--- config.mk ---
export PLATFORM = sky130hd
export DESIGN_NAME = rr_encoder
export DESIGN_NICKNAME = d
export VERILOG_FILES = /design/src/rtl/rr_encoder_pkg.sv /design/src/rtl/rr_encoder_prio_pick.sv /design/src/rtl/rr_encoder.sv
export SDC_FILE = /design/constraint.sdc
export NUM_CORES = 1
export LEC_CHECK = 0
export CORE_UTILIZATION = 50
export CTS_BUF_LIST = sky130_fd_sc_hd__clkbuf_8
export DETAILED_ROUTE_END_ITERATION = 8
export GPL_TIMING_DRIVEN = 1
export PLACE_DENSITY = 0.71
export SETUP_SLACK_MARGIN = 0.2
export SYNTH_ARGS = -nofsm -noshare
export SYNTH_HDL_FRONTEND = slang
export SYNTH_SLANG_ARGS = --single-unit
--- constraint.sdc ---
create_clock -name clk -period 7.7 [get_ports clk]
set_clock_uncertainty 0.05 [all_clocks]
set_input_delay 1.54 -clock clk [delete_from_list [all_inputs] [get_ports clk]]
set_output_delay 1.54 -clock clk [all_outputs]
set_load 0.01 [all_outputs]
--- src/rtl/rr_encoder_pkg.sv ---
// Shared types and helpers for the registered round-robin / fixed-priority encoder.
package rr_encoder_pkg;

  typedef enum logic {
    S_IDLE,
    S_BUSY
  } state_e;

  // Request vector width for a given index width.
  function automatic int calc_n(input int out_width);
    return 1 << out_width;
  endfunction

endpackage

--- src/rtl/rr_encoder_prio_pick.sv ---
// Combinational picker: highest set bit (fixed) or first set bit at/after ptr (round-robin).
module prio_pick
  import rr_encoder_pkg::*;
#(
  parameter int OUT_WIDTH = 3,
  localparam int N = calc_n(OUT_WIDTH)
) (
  input  logic [N-1:0]         vec,
  input  logic [OUT_WIDTH-1:0] ptr,
  input  logic                 rr,
  output logic [OUT_WIDTH-1:0] idx,
  output logic                 hit
);

  logic [OUT_WIDTH-1:0] pos;

  always_comb begin
    idx = '0;
    hit = 1'b0;
    pos = '0;
    if (rr) begin
      // Scan offsets downward so the smallest offset from ptr is the last to win.
      for (int i = N - 1; i >= 0; i--) begin
        pos = ptr + OUT_WIDTH'(i);
        if (vec[pos]) begin
          idx = pos;
          hit = 1'b1;
        end
      end
    end else begin
      for (int i = 0; i < N; i++) begin
        if (vec[i]) begin
          idx = OUT_WIDTH'(i);
          hit = 1'b1;
        end
      end
    end
  end

endmodule

--- src/rtl/rr_encoder.sv ---
// Registered multi-hot to index encoder with valid/ready on both sides and optional drain.
// Handshakes: a transfer happens on a rising edge where valid && ready; valid never depends on ready.
module rr_encoder
  import rr_encoder_pkg::*;
#(
  parameter int OUT_WIDTH = 3,
  localparam int N = calc_n(OUT_WIDTH)
) (
  input  logic                 clk,
  input  logic                 rst,
  input  logic                 rr_en,
  input  logic                 drain_en,
  input  logic [N-1:0]         req,
  input  logic                 req_valid,
  output logic                 req_ready,
  output logic                 out_valid,
  input  logic                 out_ready,
  output logic [OUT_WIDTH-1:0] out_idx,
  output logic                 out_hit,
  output logic                 out_last
);

  state_e               state_q, state_d;
  logic                 out_valid_q, out_valid_d;
  logic [OUT_WIDTH-1:0] out_idx_q, out_idx_d;
  logic                 out_hit_q, out_hit_d;
  logic                 out_last_q, out_last_d;
  logic [OUT_WIDTH-1:0] ptr_q, ptr_d;
  logic [N-1:0]         pending_q, pending_d;
  logic                 rr_q, rr_d;
  logic                 drain_q, drain_d;

  logic                 accept;
  logic                 out_hs;
  logic [N-1:0]         pick_vec;
  logic                 pick_rr;
  logic [OUT_WIDTH-1:0] pick_idx;
  logic                 pick_hit;
  logic [N-1:0]         pick_oh;
  logic [N-1:0]         pick_rest;

  assign req_ready = (state_q == S_IDLE) && (!out_valid_q || out_ready);
  assign accept    = req_valid && req_ready;
  assign out_hs    = out_valid_q && out_ready;

  // Accept can only happen in IDLE, so the picker sees the new vector then and pending otherwise.
  assign pick_vec = accept ? req : pending_q;
  assign pick_rr  = accept ? rr_en : rr_q;

  prio_pick #(.OUT_WIDTH(OUT_WIDTH)) u_pick (
    .vec (pick_vec),
    .ptr (ptr_q),
    .rr  (pick_rr),
    .idx (pick_idx),
    .hit (pick_hit)
  );

  always_comb begin
    pick_oh           = '0;
    pick_oh[pick_idx] = 1'b1;
    pick_rest         = pick_vec & ~pick_oh;
  end

  always_comb begin
    state_d     = state_q;
    out_valid_d = out_valid_q;
    out_idx_d   = out_idx_q;
    out_hit_d   = out_hit_q;
    out_last_d  = out_last_q;
    ptr_d       = ptr_q;
    pending_d   = pending_q;
    rr_d        = rr_q;
    drain_d     = drain_q;

    if (accept) begin
      rr_d        = rr_en;
      drain_d     = drain_en;
      out_valid_d = 1'b1;
      out_idx_d   = pick_idx;
      out_hit_d   = pick_hit;
      pending_d   = drain_en ? pick_rest : '0;
      out_last_d  = (pending_d == '0);
      state_d     = (pending_d != '0) ? S_BUSY : S_IDLE;
      if (pick_hit && rr_en) ptr_d = pick_idx + OUT_WIDTH'(1);
    end else if (out_hs) begin
      if (state_q == S_BUSY) begin
        out_idx_d  = pick_idx;
        out_hit_d  = pick_hit;
        pending_d  = pick_rest;
        out_last_d = (pending_d == '0);
        state_d    = (pending_d != '0) ? S_BUSY : S_IDLE;
        if (pick_hit && rr_q) ptr_d = pick_idx + OUT_WIDTH'(1);
      end else begin
        out_valid_d = 1'b0;
      end
    end
  end

  always_ff @(posedge clk or posedge rst) begin
    if (rst) begin
      state_q     <= S_IDLE;
      out_valid_q <= 1'b0;
      out_idx_q   <= '0;
      out_hit_q   <= 1'b0;
      out_last_q  <= 1'b0;
      ptr_q       <= '0;
      pending_q   <= '0;
      rr_q        <= 1'b0;
      drain_q     <= 1'b0;
    end else begin
      state_q     <= state_d;
      out_valid_q <= out_valid_d;
      out_idx_q   <= out_idx_d;
      out_hit_q   <= out_hit_d;
      out_last_q  <= out_last_d;
      ptr_q       <= ptr_d;
      pending_q   <= pending_d;
      rr_q        <= rr_d;
      drain_q     <= drain_d;
    end
  end

  assign out_valid = out_valid_q;
  assign out_idx   = out_idx_q;
  assign out_hit   = out_hit_q;
  assign out_last  = out_last_q;

endmodule

==> results of run 1 <==
## synth_stat cells (2+ instances only)
cell       count
o21ai_1        5
a31oi_2        2
nor2b_1        2
dfrtp_1       19
nand3b_1       2
o211ai_1       5
mux2i_1        8
o21ai_0       10
a32o_1         7
clkbuf_1       6
nand2_1       38
inv_1          7
nor4_1         4
a21oi_1        5
nor3_1         4
nand2b_1       6
o2111ai_1      3
buf_2          2
and3_1         3
a22oi_1        4
mux2_2         7
o2111a_1       2
nor2_1        17
inv_2          3
ha_1           2
o31ai_1        3
nand4_1        5
a41o_1         2
o311ai_1       3
xnor2_1        3
nand3_1       10
buf_4          2
a21o_1         2
a211oi_1       7
mux4_2        12
and2_1        10
## metal layers
layer	vias up	GRT usage [%]	share of wire [%]
li1	1039	-	-
met1	1044	42.7	43
met2	130	47.2	45
met3	20	4.83	10
met4	0	9.38	1.7
met5	-	0	0
## sequential cells by signal, indices dropped and copies added, names as in the netlist
signal	flops
pending_q	8
out_valid	1
ptr_q	3
rr_q	1
out_idx	3
state_q	1
out_last	1
out_hit	1
## cell type report
class / instances / area, sq um / share of cell area (%)
timing repair buffer: 21 / 208 / 8.45
sequential: 19 / 475 / 19.3
multi-input combinational: 217 / 1630 / 66.3
tap: 50 / 62.6 / 2.55
inverter: 10 / 37.5 / 1.53
clock buffer: 3 / 41.3 / 1.68
clock inverter: 1 / 3.75 / 0.153
## logic make-up (layout without fill, tap and decap cells)
group                    after synthesis  after routing  share of synthesized area (%)
XOR/XNOR                               3              3                           1.19
flip-flops                            19             19                           21.6
AND/OR/NAND/NOR                      110            110                           25.4
multiplexers                          27             27                           19.5
adder cells (fa/ha/maj)                2              2                           1.13
buffers and inverters                 22             35                           4.54
AO/OA/AOI/OAI                         75             75                           26.7
## final timing paths
kind,start,to,slack (ns),cells past startpoint
max,req_valid,state_q$_DFFE_PP0P_,2.01,13
min,out_idx[2]$_DFFE_PP0P_,out_idx[2]$_DFFE_PP0P_,0.45,2
max reg2reg,ptr_q[0]$_DFFE_PP0P_,state_q$_DFFE_PP0P_,2.72,12
min reg2reg,out_idx[2]$_DFFE_PP0P_,out_idx[2]$_DFFE_PP0P_,0.45,2
max in group asynchronous,rst,ptr_q[0]$_DFFE_PP0P_,5.49,2
min in group asynchronous,rst,pending_q[0]$_DFFE_PP0P_,1.65,2
## through the flow
stage	std cells	hold WS (ns)	cell area (sq um)	utilization, %	setup slack (ns)
after floorplan	258	0.443	2200	-	2.85
after global placement	317	0.426	2410	58.6	2.01
after detailed placement	317	0.425	2410	58.6	1.85
after CTS	321	0.448	2460	59.7	2.09
after global routing	321	0.477	2460	59.7	1.73
final	321	0.447	2460	59.7	2.01
## critical path, delay by kind of cell
kind	cells	cell delay, ns
AND/OR/NAND/NOR	4	1.02
AO/OA/AOI/OAI	7	2.14
buffers and inverters	1	0.50
multiplexers	1	0.58
==> run_results.csv, run 1 <==
group,metric,value,unit
route,postRouteAntennaNets,0,
clock_tree,ctsHoldBuffers,0,
cells_and_area,layout_commonest_cell,"nand2_1",
timing,fin_crit_sh,73.9,%
cells_and_area,final_cell_mix,"nand2_1 (38), clkdlybuf4s50_1 (20), dfrtp_1 (19)",
clock_tree,numCtsBuffers,3,
placed_design,port_buffers,20,
synth,async_reset_ff_share,100,%
placed_design,gp_congestion,0.895,
floorplan,rows,23,
timing,grt_setup_unrepaired,"no",
route,drcViolationCount,0,
synth,post_synth.cell_area_avg,8.55,sq um
clock_tree,cts_tree,"yes",
critical_path,cp.required,7.81,ns
clock_tree,cts.sinks,19,
timing,tightestPinTransition,0.720,ns
timing,period_needed,5.69,ns
floorplan,die-area,0.00468,sq mm
critical_path,worst-endpoint-arrival,5.79,ns
placed_design,dp_hpwl,4.84,mm
global_routing,grt_max_degree,24,
cells_and_area,fin_nets,288,
critical_path,crit_type,"input port to flop",
critical_path,endpoint_kind,"flop",
cells_and_area,diodes,0,
cells_and_area,drive_gt1_share,12.5,%
floorplan,ios,21,
run_status,status,"complete, no violations",
clock_tree,htreeDepth,1,
synth,synth_cell_types,62,
synth,yosysWarnings,0,
cells_and_area,syn2layout_area_growth,11.5,%
route,wl_per_cell,20.0,microns
global_routing,grt_pass1_vias,2071,
global_routing,grtUsageTotal,30.3,%
job,maxCapViolations,0,
clock_tree,worstSkewPairLatency,0.25,ns
floorplan,dieWidth,68.4,microns
route,viasPerCell,6.96,
timing,final-hold-violation-count,0,
timing,relSlewSlack,52.0,%
clock_tree,clk_pin_slew,0.07,ns
route,wl,6.42,mm
clock_tree,cts_buffer_depth,2,
global_routing,grt_pass1_wl,10.3,mm
timing,slew_viol_final,0,
synth,ys_seq_elements,19,
critical_path,slowest_delay,0.58,ns
synth,synth-main-ff-cell,"dfrtp_1",
critical_path,crit_fanout,14,
synth,syn_inst,258,
cells_and_area,nFillCells,377,
synth,syn_area,0.00220,sq mm
timing,setup_violations,0,
timing,fin_tns_setup,0,ns
synth,yosys.area.top_type,"dfrtp_1",
synth,ys_top_cells_by_area,"dfrtp_1 (22%), mux4_2 (12%), nand2_1 (6.5%), mux2i_1 (3.6%), mux2_2 (3.6%)",
min_path,hp-class,"flop to flop",
floorplan,core,0.00412,sq mm
floorplan,start_util,53.6,%
critical_path,slowest_stage,"mux4_2",
synth,yosysSeqAreaShare,21.6,%
floorplan,die-height,68.4,microns
critical_path,start_kind,"input port",
route,dr.pass1.iters,5,
critical_path,critPathMostFrequentCell,"a211oi_1",
global_routing,grt_antenna_before_repair,0,
timing,fmax,0.176,GHz
critical_path,worstPathCellList,"clkdlybuf4s50_1 -> nor2b_1 -> nand2_4 -> mux4_2 -> a22oi_1 -> nand2_1 -> a211oi_1 -> o2111a_1 -> o221a_1 -> and4b_1 -> a211oi_1 -> o311ai_1 -> a211oi_1",
synth,synth-edff-count,0,
route,drt_iter0_markers,400,
clock_tree,postCtsSetupBuffers,0,
route,vias,2233,
synth,netlist.area_leader.share,21.6,%
synth,syn_nets,274,
clock_tree,root_buffer,"clkbuf_8",
global_routing,grt_overflow,0,
clock_tree,cts_resized,0,
Power of run 1 is not shown: default switching activity piles up to over one toggle a cycle in this logic, so the estimate is an artifact.
==> run 2, diff against run 1 <==
- PLACE_DENSITY: 0.71 -> 0.74
- clock period: 7.7 -> 5 ns (I/O delays scaled with it)
==> run 2 against run 1 <==
First-iteration DRC count is 3.3% lower; critical path depth stayed put; global-route usage is 0.26 points lower; via count is 3.4% higher; largest cell class unchanged.
==> run_results.csv, run 2 (same netlist as run 1, synthesis figures left out) <==
group,metric,value,unit
cells_and_area,largest_reg_flops,8,
run_status,status,"complete, no violations",
timing,final-hold-violation-count,0,
cells_and_area,fin_nets,306,
timing,grt_setup_unrepaired,"no",
route,wl_per_cell,19.2,microns
floorplan,core,0.00412,sq mm
floorplan,ios,21,
timing,fmax,0.214,GHz
timing,relSlewSlack,52.7,%
clock_tree,worstSkewPairLatency,0.26,ns
cells_and_area,drive_gt1_share,19.4,%
cells_and_area,top_register,"pending_q",
critical_path,slowest_stage,"mux4_2",
min_path,hold_depth,2,
placed_design,dp_hpwl,5.03,mm
route,vias,2309,
clock_tree,ctsHoldBuffers,0,
clock_tree,cts_buffer_depth,2,
clock_tree,htreeDepth,1,
critical_path,rr_startpoint,"ptr_q[1]$_DFFE_PP0P_",
critical_path,crit_type,"input port to flop",
global_routing,grtUsageTotal,30.0,%
global_routing,grt_pass1_vias,2059,
floorplan,rows,23,
clock_tree,numCtsBuffers,3,
min_path,hp-class,"flop to flop",
critical_path,rr_endpoint,"state_q$_DFFE_PP0P_",
cells_and_area,seq_area,475,sq um
placed_design,gp_congestion,0.959,
timing,fin_tns_setup,0,ns
timing,slew_viol_final,0,
min_path,hold_start,"out_idx[2]$_DFFE_PP0P_",
timing,tightestPinTransition,0.709,ns
global_routing,grt_pass1_wl,10.3,mm
critical_path,ff2ff_path_depth,13,
global_routing,grt_overflow,0,
critical_path,critPathMostFrequentCell,"mux4_2",
floorplan,die-height,68.4,microns
route,postRouteAntennaNets,0,
critical_path,path_buf_inv,2,
clock_tree,root_buffer,"clkbuf_8",
placed_design,port_buffers,20,
route,drt_iter0_markers,387,
job,maxCapViolations,0,
critical_path,cp.required,5.12,ns
min_path,hold_end,"out_idx[2]$_DFFE_PP0P_",
critical_path,slowest_delay,0.54,ns
timing,period_needed,4.68,ns
clock_tree,cts_tree,"yes",
critical_path,start_kind,"input port",
route,drcViolationCount,0,
timing,setup_violations,0,
critical_path,endpoint_kind,"flop",
route,dr.pass1.iters,5,
critical_path,r2r_setup_slack,0.72,ns
critical_path,worstPathCellList,"clkdlybuf4s50_1 -> nor2b_2 -> nand2_4 -> mux4_2 -> mux4_2 -> a21o_1 -> o2111a_1 -> o221a_1 -> buf_4 -> a41o_1 -> o32ai_2 -> o311ai_1 -> a211oi_1",
global_routing,grt_antenna_before_repair,0,
global_routing,grt_max_degree,24,
clock_tree,clk_pin_slew,0.07,ns
cells_and_area,syn2layout_area_growth,18.4,%
cells_and_area,final_cell_mix,"nand2_1 (38), clkdlybuf4s50_1 (20), dfrtp_1 (19), buf_4 (19), nor2_1 (17)",
critical_path,crit_fanout,10,
timing,fin_crit_sh,93.5,%
cells_and_area,diodes,0,
cells_and_area,layout_commonest_cell,"nand2_1",
floorplan,start_util,53.6,%
cells_and_area,nFillCells,352,
clock_tree,cts.sinks,19,
critical_path,cp_top_family,"compound AO/OA/AOI/OAI gates",
floorplan,die-area,0.00468,sq mm
route,viasPerCell,6.81,
cells_and_area,multi_input_area,0.00165,sq mm
route,wl,6.51,mm
critical_path,worst-endpoint-arrival,4.80,ns
floorplan,dieWidth,68.4,microns
-- run 2: cell count changes in the layout (fill, tap and decap cells not counted), sizes merged --
cell    change
buf        +18
clkinv      +1
inv         -1
-- run 2: worst max-delay path by stage --
stage | slack [ns] | to | cells past startpoint | start
2_1_floorplan | 0.69 | state_q$_DFFE_PP0P_ | 14 | out_ready
3_3_place_gp | 0.06 | state_q$_DFFE_PP0P_ | 13 | req_valid
3_5_place_dp | 0.04 | state_q$_DFFE_PP0P_ | 13 | req_valid
4_1_cts | 0.29 | state_q$_DFFE_PP0P_ | 13 | req_valid
5_1_grt | 0.17 | state_q$_DFFE_PP0P_ | 13 | req_valid
6_report | 0.32 | state_q$_DFFE_PP0P_ | 13 | req_valid
-- run 2: worst reg2reg max path: stages (launching register included) --
cell	delay, ns
dfrtp_1	0.39
inv_2	0.17
ha_1	0.40
inv_2	0.25
mux4_2	0.60
mux4_2	0.55
a21o_1	0.20
o2111a_1	0.24
o221a_1	0.37
buf_4	0.20
a41o_1	0.24
o32ai_2	0.20
o311ai_1	0.12
a211oi_1	0.23
-- run 2: timing repair --
action / in CTS / in global routing
gates resized for setup: 0 / 4
setup buffers: 0 / 0
setup endpoints to repair: 0 / 2
-- run 2: layout make-up --
| type | count | share of cell area, % |
|---|---|---|
| clock inverter | 1 | 0.192 |
| clock buffer | 3 | 1.58 |
| timing repair buffer | 39 | 13.1 |
| inverter | 10 | 1.44 |
| multi-input combinational | 217 | 63.1 |
| tap | 50 | 2.40 |
| sequential | 19 | 18.2 |
-- run 2: metrics by stage --
step	instances	cell area (sq um)	worst slack (ns)	util, %	hold WS, ns
finish	339	2610	0.325	63.5	0.439
global route	339	2610	0.174	63.5	0.477
CTS	339	2590	0.287	63.0	0.445
detailed placement	335	2550	0.0382	61.9	0.426
global placement	335	2550	0.0610	61.9	0.420
floorplan	258	2200	0.690	-	0.443
-- run 2: per-layer routing --
layer | up-vias | share of wire, % | global-route usage, % | routed length (microns)
li1 | 1071 | - | - | -
met4 | 0 | 1.3 | 5.99 | 86
met1 | 1133 | 46 | 43.2 | 3010
met2 | 95 | 46 | 47.4 | 2970
met3 | 10 | 6.9 | 4.67 | 448
met5 | - | 0 | 0 | 0
Power of run 2 is left out for the same reason.
